`config.mk`:
```
export PLATFORM = sky130hd
export DESIGN_NAME = sram_ctrl
export DESIGN_NICKNAME = d
export VERILOG_FILES = /design/src/rtl/sram_ctrl_pkg.sv /design/src/rtl/sram_ctrl.sv
export SDC_FILE = /design/constraint.sdc
export NUM_CORES = 1
export LEC_CHECK = 0
export CAP_MARGIN = 20
export CELL_PAD_IN_SITES_DETAIL_PLACEMENT = 1
export CELL_PAD_IN_SITES_GLOBAL_PLACEMENT = 1
export CORE_MARGIN = 1
export CORE_UTILIZATION = 35
export CTS_BUF_LIST = sky130_fd_sc_hd__clkbuf_2 sky130_fd_sc_hd__clkbuf_4 sky130_fd_sc_hd__clkbuf_8
export DETAILED_ROUTE_END_ITERATION = 8
export PLACE_DENSITY = 0.81
export SLEW_MARGIN = 20
export SYNTH_ARGS = -nofsm -noshare
export SYNTH_HDL_FRONTEND = slang
export SYNTH_SLANG_ARGS = --single-unit
```
`constraint.sdc`:
```
create_clock -name clk -period 2.4 [get_ports clk]
set_clock_uncertainty 0.05 [all_clocks]
set_input_delay 0.48 -clock clk [delete_from_list [all_inputs] [get_ports clk]]
set_output_delay 0.48 -clock clk [all_outputs]
set_load 0.03 [all_outputs]
```
`src/rtl/sram_ctrl_pkg.sv`:
```
// Shared types and elaboration helpers for the asynchronous SRAM controller.
package sram_ctrl_pkg;

  // Controller phases: idle/accepting, read access, write access, bus turnaround.
  typedef enum logic [1:0] {
    IDLE = 2'd0,
    RD   = 2'd1,
    WR   = 2'd2,
    TURN = 2'd3
  } state_e;

  // Width of the wait down-counter. It is loaded with (wait - 1), so it must
  // hold values 0 .. max(read_wait, write_wait) - 1, and never be zero bits wide.
  function automatic int cnt_width(input int read_wait, input int write_wait);
    int m;
    m = (read_wait > write_wait) ? read_wait : write_wait;
    return (m <= 1) ? 1 : $clog2(m);
  endfunction

endpackage

```
`src/rtl/sram_ctrl.sv`:
```
// Avalon-MM slave driving a single-word asynchronous SRAM. One transfer in
// flight at a time: IDLE accepts, RD/WR hold the access for a fixed number of
// cycles, TURN releases the chip (and keeps write data on the bus for hold).
//
// Handshake: a request is accepted on a clk edge where avs_waitrequest=0 and
// avs_read or avs_write is 1 (write wins if both); waitrequest rises on that
// edge and falls again on the edge that returns to IDLE. avs_readdatavalid is
// a one-cycle strobe with no backpressure.
module sram_ctrl
  import sram_ctrl_pkg::*;
#(
  parameter int ADDR_W     = 20,
  parameter int DATA_W     = 16,
  parameter int READ_WAIT  = 2,
  parameter int WRITE_WAIT = 2
) (
  input  logic                clk,
  input  logic                rst_n,
  input  logic [ADDR_W-1:0]   avs_address,
  input  logic                avs_read,
  input  logic                avs_write,
  input  logic [DATA_W/8-1:0] avs_byteenable,
  input  logic [DATA_W-1:0]   avs_writedata,
  output logic                avs_waitrequest,
  output logic [DATA_W-1:0]   avs_readdata,
  output logic                avs_readdatavalid,
  output logic [ADDR_W-1:0]   sram_addr,
  output logic [DATA_W-1:0]   sram_dq_o,
  output logic                sram_dq_oe,
  input  logic [DATA_W-1:0]   sram_dq_i,
  output logic                sram_ce_n,
  output logic                sram_oe_n,
  output logic                sram_we_n,
  output logic [DATA_W/8-1:0] sram_be_n
);

  localparam int BE_W  = DATA_W / 8;
  localparam int CNT_W = cnt_width(READ_WAIT, WRITE_WAIT);
  localparam logic [CNT_W-1:0] RD_LOAD = CNT_W'(READ_WAIT - 1);
  localparam logic [CNT_W-1:0] WR_LOAD = CNT_W'(WRITE_WAIT - 1);

  if (DATA_W % 8 != 0) begin : g_bad_data_w
    $error("sram_ctrl: DATA_W must be a multiple of 8");
  end
  if (READ_WAIT < 1) begin : g_bad_read_wait
    $error("sram_ctrl: READ_WAIT must be >= 1");
  end
  if (WRITE_WAIT < 1) begin : g_bad_write_wait
    $error("sram_ctrl: WRITE_WAIT must be >= 1");
  end

  state_e            state_q,   state_d;
  logic [CNT_W-1:0]  cnt_q,     cnt_d;
  logic              wait_q,    wait_d;
  logic              rdv_q,     rdv_d;
  logic [DATA_W-1:0] rdata_q,   rdata_d;
  logic [ADDR_W-1:0] addr_q,    addr_d;
  logic [DATA_W-1:0] dq_o_q,    dq_o_d;
  logic              dq_oe_q,   dq_oe_d;
  logic              ce_n_q,    ce_n_d;
  logic              oe_n_q,    oe_n_d;
  logic              we_n_q,    we_n_d;
  logic [BE_W-1:0]   be_n_q,    be_n_d;

  // Next state and next values of every registered output.
  always_comb begin
    state_d = state_q;
    cnt_d   = cnt_q;
    wait_d  = wait_q;
    rdv_d   = 1'b0;
    rdata_d = rdata_q;
    addr_d  = addr_q;
    dq_o_d  = dq_o_q;
    dq_oe_d = dq_oe_q;
    ce_n_d  = ce_n_q;
    oe_n_d  = oe_n_q;
    we_n_d  = we_n_q;
    be_n_d  = be_n_q;
    case (state_q)
      IDLE: begin
        wait_d = 1'b0;
        if (!wait_q && (avs_write || avs_read)) begin
          wait_d = 1'b1;
          addr_d = avs_address;
          ce_n_d = 1'b0;
          if (avs_write) begin
            state_d = WR;
            cnt_d   = WR_LOAD;
            dq_o_d  = avs_writedata;
            dq_oe_d = 1'b1;
            we_n_d  = 1'b0;
            be_n_d  = ~avs_byteenable;
          end else begin
            state_d = RD;
            cnt_d   = RD_LOAD;
            dq_oe_d = 1'b0;
            oe_n_d  = 1'b0;
            be_n_d  = '0;
          end
        end
      end
      RD: begin
        if (cnt_q == '0) begin
          state_d = TURN;
          rdata_d = sram_dq_i;
          rdv_d   = 1'b1;
          ce_n_d  = 1'b1;
          oe_n_d  = 1'b1;
          be_n_d  = '1;
        end else begin
          cnt_d = cnt_q - CNT_W'(1);
        end
      end
      WR: begin
        if (cnt_q == '0) begin
          state_d = TURN;
          ce_n_d  = 1'b1;
          we_n_d  = 1'b1;
          be_n_d  = '1;
        end else begin
          cnt_d = cnt_q - CNT_W'(1);
        end
      end
      TURN: begin
        // Write data was held through this cycle; release the bus now.
        state_d = IDLE;
        wait_d  = 1'b0;
        dq_oe_d = 1'b0;
        dq_o_d  = '0;
      end
      default: begin
        state_d = IDLE;
      end
    endcase
  end

  // State and output registers with asynchronous reset to the idle bus values.
  always_ff @(posedge clk or negedge rst_n) begin
    if (!rst_n) begin
      state_q <= IDLE;
      cnt_q   <= '0;
      wait_q  <= 1'b1;
      rdv_q   <= 1'b0;
      rdata_q <= '0;
      addr_q  <= '0;
      dq_o_q  <= '0;
      dq_oe_q <= 1'b0;
      ce_n_q  <= 1'b1;
      oe_n_q  <= 1'b1;
      we_n_q  <= 1'b1;
      be_n_q  <= '1;
    end else begin
      state_q <= state_d;
      cnt_q   <= cnt_d;
      wait_q  <= wait_d;
      rdv_q   <= rdv_d;
      rdata_q <= rdata_d;
      addr_q  <= addr_d;
      dq_o_q  <= dq_o_d;
      dq_oe_q <= dq_oe_d;
      ce_n_q  <= ce_n_d;
      oe_n_q  <= oe_n_d;
      we_n_q  <= we_n_d;
      be_n_q  <= be_n_d;
    end
  end

  assign avs_waitrequest   = wait_q;
  assign avs_readdata      = rdata_q;
  assign avs_readdatavalid = rdv_q;
  assign sram_addr         = addr_q;
  assign sram_dq_o         = dq_o_q;
  assign sram_dq_oe        = dq_oe_q;
  assign sram_ce_n         = ce_n_q;
  assign sram_oe_n         = oe_n_q;
  assign sram_we_n         = we_n_q;
  assign sram_be_n         = be_n_q;

endmodule

```
Word-level counts from Yosys, hierarchy flattened
Cells that the tools add are included.

Output and inout port bits: 60. Input bits: 58. Word-level logic and storage cells: 71. Flip-flop bits (word level): 63.

$add $sub $neg: 1. Equal/unequal tests: 9. Multiplexer cells: 29. Bitwise operators: 2. Reduce and logical (&&, ||, !) cells: 18.

Operator list (count): 16-bit 2-to-1 mux (2); 16-bit case mux with 2 select lines (1); 1-bit 2-to-1 mux (13); 2-bit != test, second input constant (6); 1-bit case mux with 2 select lines (6); 2-bit 2-to-1 mux (5); 2-bit AND reduction (5); 4-bit AND reduction (2); 2-bit nonzero test (4); 2-bit case mux with 3 select lines (1); 3-bit AND reduction (2); 2-bit == test, second input constant (2); 2-bit case mux with 2 select lines (1); 2-bit by 1-bit == test with 1-bit output, second input constant (1); 2-bit logical NOT (1); 2-bit NOT (1); 2-bit OR reduction (1); 1-bit logical AND (1); 1-bit logical NOT (1); 1-bit logical OR (1); 1-bit NOT (1); 1-bit subtractor, second input constant (1).

Longest topological paths before layout
Gate-level depths: netlist of the first run.

Depth in word-level cells: 4. Depth in mapped cells: 6.

Least setup slack after synthesis of the first run
OpenSTA, ideal clock, no wires.

Kind: flip-flop to flip-flop. Start: reg state_q[0]. End: reg dq_o_q[10], in the netlist sram_dq_o[10]. Period minus slack after synthesis: 1766 ps. Setup time: 125 ps. Cell stages (with the launch flop): 7. Required time: 2225 ps. Arrival time: 1590 ps. Slack: 634 ps. Buffers on the path: 2. Cells stage by stage: dfrtp_1 inv_1 ha_1 clkbuf_2 a21oi_4 buf_12 mux2_4.

Longest elaborated chain between the ends: 3. Elaborated cells between the ends (all ways): 7. Classes of those cells: eq/ne (3); mux (1); reduce/logical (3).

Ends and longest elaborated chain: from (decl) (RTL line sram_ctrl.sv:52) `state_e state_q, state_d;`; from (signal assigned) (RTL line sram_ctrl.sv:153) `state_q <= state_d;`; 2-bit logical NOT / 2-bit == test (equally long branches) (RTL line sram_ctrl.sv:79) `case (state_q)`; 2-bit != test (no source line) / 2-bit nonzero test (equally long branches); 3-bit AND reduction (no source line); to (signal assigned) (RTL line sram_ctrl.sv:159) `dq_o_q <= dq_o_d;`; to (decl) (RTL line sram_ctrl.sv:58) `logic [DATA_W-1:0] dq_o_q, dq_o_d;`.

Parallel ways exist; a longest one is shown, timed or not. A chain may end at the register's enable or synchronous reset.

Final worst setup path of the first run
Start: reg wait_q, in the netlist avs_waitrequest. End: out avs_waitrequest.

RTL lines: from (decl) (RTL line sram_ctrl.sv:54) `logic wait_q, wait_d;`; from (signal assigned) (RTL line sram_ctrl.sv:155) `wait_q <= wait_d;`; to (decl) (RTL line sram_ctrl.sv:24) `output logic avs_waitrequest,`.

No word-level cell between the ends.

==> metrics.md, run 1 <==
| Metric | Value |
|---|---|
| PD cells | 1650 mW/mm^2 |
| DP Wirelength | 4930 microns |
| Antenna cells | 0 |
| Cts bufs inserted | 9 |
| Worst Max-Slew Pin Slew | 603 ps |
| Largest family of logic cells by synthesized area | multiplexers |
| Vias | ~2000 |
| Footprint of the multi-input gates | approximately 0.0012 sq mm |
| Peak supply drop | 0.000649 V |
| Routed length per instance | 16.4 microns |
| Worst path top cell family by delay | buffers and inverters |
| Ports | 118 |
| Clock share of power | 15.6% |
| Pin count of the biggest net entering global routing | between 40 and 50 |
| Sequential share of power | 27.0% |
| Final worst setup slack | 220 ps |
| Sequential cell area | approximately 0.0016 sq mm |
| Run status | finished, final reports clean |
| Number of global-route vias before repair | roughly 2200 |
| Commonest cells post-synth | dfrtp_1 (57), mux2_4 (29), mux2_2 (23) |
| Setup_tns | 0 ps |
| CP arrival | roughly 1700 ps |
| Full die area | ~0.0086 sq mm |
| Grt total ovfl | 0 |
| Max Fclk | around 460 MHz |
| Synth Area per Inst | about 15 sq um |
| Area of the core | 0.00785 sq mm |
| DRT iter0 DRCs | 28 |
| CP max stage cell | clkdlybuf4s50_1 |
| Drt pass-1 iters | 4 |
| Post-route ant nets | 0 |
| Synthesized Nets | 255 |
| Post-synthesis xor/xnor area fraction | 0% |
| Vias/cell | 4.76 |
| Post-CTS Hold Buffers | 0 |
| CTS sink cnt | 63 |
| Layout area overhead | 52.8% |
| Clock tree root driver cell | clkbuf_8 |
| Register bit total from synthesis | 63 |
| Internal power | 0.00447 W |
| Psw | 0.00280 W |
| Synth top area cells | dfrtp_1 (49%), mux2_4 (15%), mux2_2 (9.0%) |
| Reg clk slew, reported paths | 70 ps |
| Sw Ratio | between 30% and 40% |
| Final #Nets | 379 |
| Filler instances | 804 |
| Post-CTS sizing | 0 |
| Routed Wire Length | 6900 microns |
| Worst hold-check path type | input port to asynchronous set/reset pin |
| Synth Area in Compound Gates | 6.38% |
| Initial Util | between 30% and 40% |
| Worst path bufs/invs | 1 |
| Synthesized cell area | approximately 0.0029 sq mm |
| Final Util | 56.1% |
| Unrepaired setup endpoints after global routing | no |
| Fraction of layout cells with a size suffix above 1 | 27.5% |
| Total GRT Usage | approximately 17% |
| First-pass GRT wire length | 11200 microns |
| Post-synthesis cell count | 191 |
| Hold Fails Final Rpt | 0 |
| Dpl ws | 150 ps |
| Post-synthesis adder-cell area fraction | between 2 and 3% |
| Critical path cell sequence | clkdlybuf4s50_1 |
| Final Slew Violations | 0 |
| Clk_lat worst skew | around 340 ps |
| Fraction of synthesized area in multiplexers | between 20% and 30% |
| Synth Area in Simple Gates | 6.72% |
| Worst Setup Path Type | flop to output pin |
| Relative slew slack | approximately three fifths |
| Critical Path RT | around 1900 ps |
| Residual DRC | 0 |
| CTS tree | yes |
| Finished Cell Area | approximately 0.0044 sq mm |
| CP Launch Type | flop |
| Crit path max fanout | 7 |
| Post-synth top area cell | dfrtp_1 |
| Ys Warns | 0 |
| Most frequent cell after synthesis | dfrtp_1 |
| Depth of the CTS H-tree | 3 |
| Buffers on Ports | between 100 and 150 |
| Register area share after synthesis | between 50 and 60% |
| # setup viols final | 0 |
| Ys flop type | dfrtp_1 |
| Placed Area | about 0.0042 sq mm |
| Setup bufs post-CTS | 0 |
| Final Cycle Share | between 90 and 100% |
| Die Ht | just over 90 microns |
| Lkg Pwr | between 1.5 and 2 nW |
| Comb pwr share | between 50% and 60% |
| Die Span X | approximately 93 microns |
| Period minus WS final | 2180 ps |
| Initial antenna violation count | 0 |
| GPL Wtd Cong | between 0.7 and 0.8 |
| CP max stage delay | 710 ps |
| Maxcap violations | 0 |
| Ys async rst share | between 90% and 100% |
| Number of flops mapped to enable cells by yosys | 0 |
| Crit path capture type | output pin |
| Share of the synthesized area in the top cell type | 49.5% |
| Yosys cell types | 37 |
| Row count | 32 |
| Clk buf depth | 2 |
metal layers:
layer / global-route usage [%] / wire length [microns] / vias up
li1: - / - / 918
met1: 21.3 / 2910 / 1000
met2: 27.8 / 3450 / 81
met3: 5.17 / 463 / 9
met4: 5.51 / 82 / 0
met5: 0 / 0 / -
final timing paths:
path / from / end / slack, ps / cells after the start
max in group asynchronous: rst_n / sram_oe_n / 1580 / 2
min in group clk: avs_readdata[9] / avs_readdata[9] / 460 / 1
worst max register to register: state_q[1] / sram_addr[7] / 500 / 4
worst min-delay path: rst_n / avs_readdata[9] / 50 / 1
worst min register to register: avs_readdata[9] / avs_readdata[9] / 460 / 1
worst max-delay path: avs_waitrequest / avs_waitrequest / 220 / 1
flip-flops by register name (all words and copies together) (netlist names), 2 cells and up:
name,count
sram_addr,20
avs_readdata,16
sram_dq_o,16
sram_be_n,2
state_q,2
power by group through the flow:
stage / registers, W / logic, W / clock network, W
floorplan: 0.00294 / 0.00179 / 0
global placement: 0.00195 / 0.00413 / 0
detailed placement: 0.00198 / 0.00421 / 0
CTS: 0.00197 / 0.00423 / 0.00117
global route: 0.00203 / 0.00443 / 0.00122
finish: 0.00196 / 0.00418 / 0.00113
final cells by class:
cell class,count,area share (%)
clock buffers,10,3.12
clock inverters,6,2.44
inverters,6,0.511
multi-input cells,113,27.2
flip-flops and latches,63,36.0
well taps,102,2.90
repair buffers,122,27.9
layout by cell type (no fill, tap or decap), types with 2 or more instances in the layout:
master	netlist	final
a21oi_1	3	3
nor2b_1	8	8
mux2_4	29	29
a31oi_1	3	3
and2b_1	9	9
bufinv_16	0	3
clkinv_2	0	2
clkbuf_8	0	10
o21ai_0	4	4
o22ai_1	2	2
buf_12	1	2
clkdlybuf4s50_1	0	116
inv_1	6	6
mux2i_1	5	5
ha_1	6	6
dfstp_2	6	6
nand2_1	3	3
dfrtp_1	57	57
mux2_2	23	23
o31ai_1	2	2
buf_4	1	3
metrics by stage:
step	cells	power [W]	hold slack [ps]
floorplan	191	0.00473	134
global placement	406	0.00609	428
detailed placement	406	0.00619	432
CTS	422	0.00737	60.7
global route	422	0.00767	67.9
finish	422	0.00727	52.8
cell families after synthesis:
logic type	after synthesis
AO/OA/AOI/OAI	23
adder cells (fa/ha/maj)	6
buffers and inverters	15
flip-flops	63
multiplexers	57
AND/OR/NAND/NOR	27
No activity file was read; power rests on OpenSTA's default activity.
==> inputs of run 2 (changes only) <==
--- a/config.mk
+++ b/config.mk
@@ -5,11 +5,12 @@
 export SDC_FILE = /design/constraint.sdc
 export NUM_CORES = 1
 export LEC_CHECK = 0
+export ABC_AREA = 1
 export CAP_MARGIN = 20
 export CELL_PAD_IN_SITES_DETAIL_PLACEMENT = 1
 export CELL_PAD_IN_SITES_GLOBAL_PLACEMENT = 1
 export CORE_MARGIN = 1
-export CORE_UTILIZATION = 35
+export CORE_UTILIZATION = 31
 export CTS_BUF_LIST = sky130_fd_sc_hd__clkbuf_2 sky130_fd_sc_hd__clkbuf_4 sky130_fd_sc_hd__clkbuf_8
 export DETAILED_ROUTE_END_ITERATION = 8
 export PLACE_DENSITY = 0.81
==> run 2 against run 1 <==
Effect of this change: largest cell class unchanged; critical endpoint is now sram_be_n[0]; highest routed layer unchanged; via count is 20% higher; die area increased by 5.1%; clock-buffer cell count rose by 1; clock power is essentially flat; critical path type unchanged.
==> metrics.md, run 2 <==
| Metric | Value |
|---|---|
| Run status | finished, final reports clean |
| Number of global-route vias before repair | 2551 (+17%) |
| Critical path cell sequence | clkdlybuf4s50_1 |
| Number of flops mapped to enable cells by yosys | 0 (unchanged) |
| Relative slew slack | 51.0% (-8.7 points) |
| Register area share after synthesis | 58.9% (+4.0 points) |
| Post-route ant nets | 0 (unchanged) |
| Total GRT Usage | 17.3% (+0.38 points) |
| Critical Path RT | 1870 ps (about the same) |
| Sequential share of power | 28.4% (+1.4 points) |
| Post-CTS Hold Buffers | 0 (unchanged) |
| Comb pwr share | 55.2% (-2.2 points) |
| Maxcap violations | 0 (unchanged) |
| Max Fclk | 482 MHz (+5.0%) |
| Cts bufs inserted | 9 (unchanged) |
| Initial antenna violation count | 0 (unchanged) |
| Dpl ws | 444 ps (+295 ps) |
| Clk_lat worst skew | 330 ps (about the same) |
| Synth top area cells | dfrtp_1 (53%), nand2_1 (18%), dfstp_2 (5.9%) |
| Register bit total from synthesis | 63 (unchanged) |
| Synthesized cell area | 0.00269 sq mm (-6.8%) |
| GPL Wtd Cong | 0.814 (+5.5%) |
| Share of the synthesized area in the top cell type | 53.0% (+3.6 points) |
| Hold Fails Final Rpt | 0 (unchanged) |
| Lkg Pwr | 2.04 nW (+4.0%) |
| R2R Setup Slk | 660 ps (+160 ps) |
| Residual DRC | 0 (unchanged) |
| Full die area | 0.00905 sq mm (+5.1%) |
| Layout area overhead | 56.5% |
| Psw | 0.00301 W (+7.3%) |
| First-pass GRT wire length | 12000 microns (+7.2%) |
| Crit path capture type | output pin |
| Post-synthesis cell count | 304 (+59%) |
| Final Cycle Share | 86.5% (-4.3 points) |
| Ports | 118 (unchanged) |
| Worst Setup Path Type | flop to output pin |
| Ys Warns | 0 (unchanged) |
| Depth of the CTS H-tree | 3 (unchanged) |
| Row count | 33 (+3.1%) |
| Area of the core | 0.00830 sq mm (+5.8%) |
| Routed Wire Length | 7400 microns (+7.1%) |
| DP Wirelength | 5460 microns (+11%) |
| Clock tree root driver cell | clkbuf_8 |
| Period minus WS final | 2080 ps (-104 ps) |
| Setup_tns | 0 ps (unchanged) |
| CTS sink cnt | 63 (unchanged) |
| Commonest cells after routing, fill and taps aside | nand2_1 (128), clkdlybuf4s50_1 (116), dfrtp_1 (57), o21ai_1 (31), inv_1 (27) |
| CP max stage delay | 680 ps (-30 ps) |
| DRT iter0 DRCs | 68 (+140%) |
| Worst hold-check path type | input port to asynchronous set/reset pin |
| RR Startpoint | state_q[1] |
| Sw Ratio | 44.2% (+5.7 points) |
| Vias/cell | 4.53 (-4.7%) |
| Ys async rst share | 100% (unchanged) |
| PD cells | 1620 mW/mm^2 (-2.1%) |
| CP Launch Type | flop |
| Yosys cell types | 19 (-49%) |
| Clk buf depth | 2 (unchanged) |
| Worst Max-Slew Pin Slew | 734 ps (+131 ps) |
| Buffers on Ports | 117 (unchanged) |
| Synth Area per Inst | 8.84 sq um (-41%) |
| Final #Nets | 488 (+29%) |
| Crit path max fanout | 2 (-5) |
| Pin count of the biggest net entering global routing | 44 (unchanged) |
| CP arrival | 1550 ps (-100 ps) |
| Most frequent cell after synthesis | nand2_1 |
| CTS tree | yes |
| CP max stage cell | clkdlybuf4s50_1 |
| Final worst setup slack | 324 ps (+104 ps) |
| Commonest cells post-synth | nand2_1 (128), dfrtp_1 (57), o21ai_1 (31) |
| Reg2reg path depth | 9 (+5) |
| Worst path bufs/invs | 1 (unchanged) |
| Grt total ovfl | 0 (unchanged) |
| Max reg flops | 20 (unchanged) |
| Die Ht | 95.1 microns (+2.5%) |
| Die Span X | 95.1 microns (+2.5%) |
| Vias | 2417 (+20%) |
| Unrepaired setup endpoints after global routing | no |
| Routed length per instance | 13.9 microns (-15%) |
| Drt pass-1 iters | 4 (unchanged) |
| Reg clk slew, reported paths | 70 ps (about the same) |
| Post-CTS sizing | 0 (unchanged) |
| Clock share of power | 16.3% (+0.7 points) |
| Ys flop type | dfrtp_1 |
| Post-synth top area cell | dfrtp_1 |
| Initial Util | 32.4% (-4.4 points) |
| R2R Path End | sram_dq_o[15] |
| Synthesized Nets | 368 (+44%) |
| Worst path top cell family by delay | buffers and inverters |
| Antenna cells | 0 (unchanged) |
| Leading cell type in the layout, fill and taps excluded | nand2_1 |
| Final Slew Violations | 0 (unchanged) |
| Peak supply drop | 0.000586 V (-9.7%) |
| Internal power | 0.00379 W (-15%) |
| # setup viols final | 0 (unchanged) |
| Fraction of layout cells with a size suffix above 1 | 9.35% (-18 points) |
| Setup bufs post-CTS | 0 (unchanged) |
run 2: changes by cell type in the layout (fill, tap and decap cells not counted), sizes merged, moves of 4 or more:
cell   before  now
and2b       9    0
mux2i       5    0
inv         6   31
nand2       4  131
o21ai       4   45
nor2b       8    0
a21oi       4    0
mux2       52    0
nor2        0    4
nand3       1   10
run 2: how the worst max path moves through the flow:
stage,start,endpoint,slack [ps],cells past startpoint
2_1_floorplan,state_q[0],sram_dq_o[10],850,8
3_3_place_gp,avs_write,sram_dq_o[13],570,7
3_5_place_dp,avs_write,sram_dq_o[15],440,7
4_1_cts,avs_waitrequest,avs_waitrequest,310,1
5_1_grt,avs_waitrequest,avs_waitrequest,280,1
6_report,sram_be_n[0],sram_be_n[0],320,1
run 2: power by group through the flow:
stage	clock network, W	registers, W	logic, W
after floorplan	0	0.00285	0.00140
after global placement	0	0.00193	0.00365
after detailed placement	0	0.00194	0.00380
after CTS	0.00114	0.00194	0.00381
after global routing	0.00117	0.00200	0.00408
final	0.00111	0.00194	0.00376
run 2: routing by layer:
layer	share of wire [%]	up-vias	track usage, %
met2	48	82	28.5
met5	0	-	0
met1	44	1146	21.9
met4	1.5	0	6.44
met3	6.5	10	4.39
li1	-	1179	-
run 2: metrics by stage:
stage                     total power (W)  cells  utilization [%]  instance area (sq um)  hold WS (ps)
final                             0.00680    533             50.7                   4210           151
after global routing              0.00725    533             50.7                   4210           213
after CTS                         0.00689    533             50.7                   4210           169
after detailed placement          0.00574    518             47.9                   3970           408
after global placement            0.00558    518             47.9                   3970           398
after floorplan                   0.00426    304                -                   2690           134
run 2: cell families (layout without fill, tap and decap cells):
kind of cell	count (synthesis)	after routing	share of synthesized area [%]
DFF	63	63	58.9
AOI/OAI and AO/OA	47	47	9.96
adders and majority gates	6	6	2.79
and+or+nand+nor	145	145	21.2
buffers and inverters	43	167	7.17
run 2: worst reg2reg max path: cells and delay by family, from the launching register on:
kind / cells / cell delay, ps
buf+inv: 3 / 410
flops: 1 / 410
fa+ha+maj: 1 / 290
compound gates: 1 / 90
simple gates: 4 / 410
run 2: cell type report:
class	count	area [sq um]
Clock buffer	11	139
Clock inverter	4	95.1
Fill cell	982	4090
Inverter	32	120
Multi-Input combinational cell	198	912
Sequential cell	63	1580
Tap cell	105	131
Timing Repair Buffer	120	1230
==> inputs of run 3 (changes only) <==
--- a/config.mk
+++ b/config.mk
@@ -14,6 +14,7 @@
 export CTS_BUF_LIST = sky130_fd_sc_hd__clkbuf_2 sky130_fd_sc_hd__clkbuf_4 sky130_fd_sc_hd__clkbuf_8
 export DETAILED_ROUTE_END_ITERATION = 8
 export PLACE_DENSITY = 0.81
+export SKIP_LAST_GASP = 1
 export SLEW_MARGIN = 20
 export SYNTH_ARGS = -nofsm -noshare
 export SYNTH_HDL_FRONTEND = slang
==> results of run 3 <==
Same layout as run 2: the final DEF is identical, and so are final timing and power.
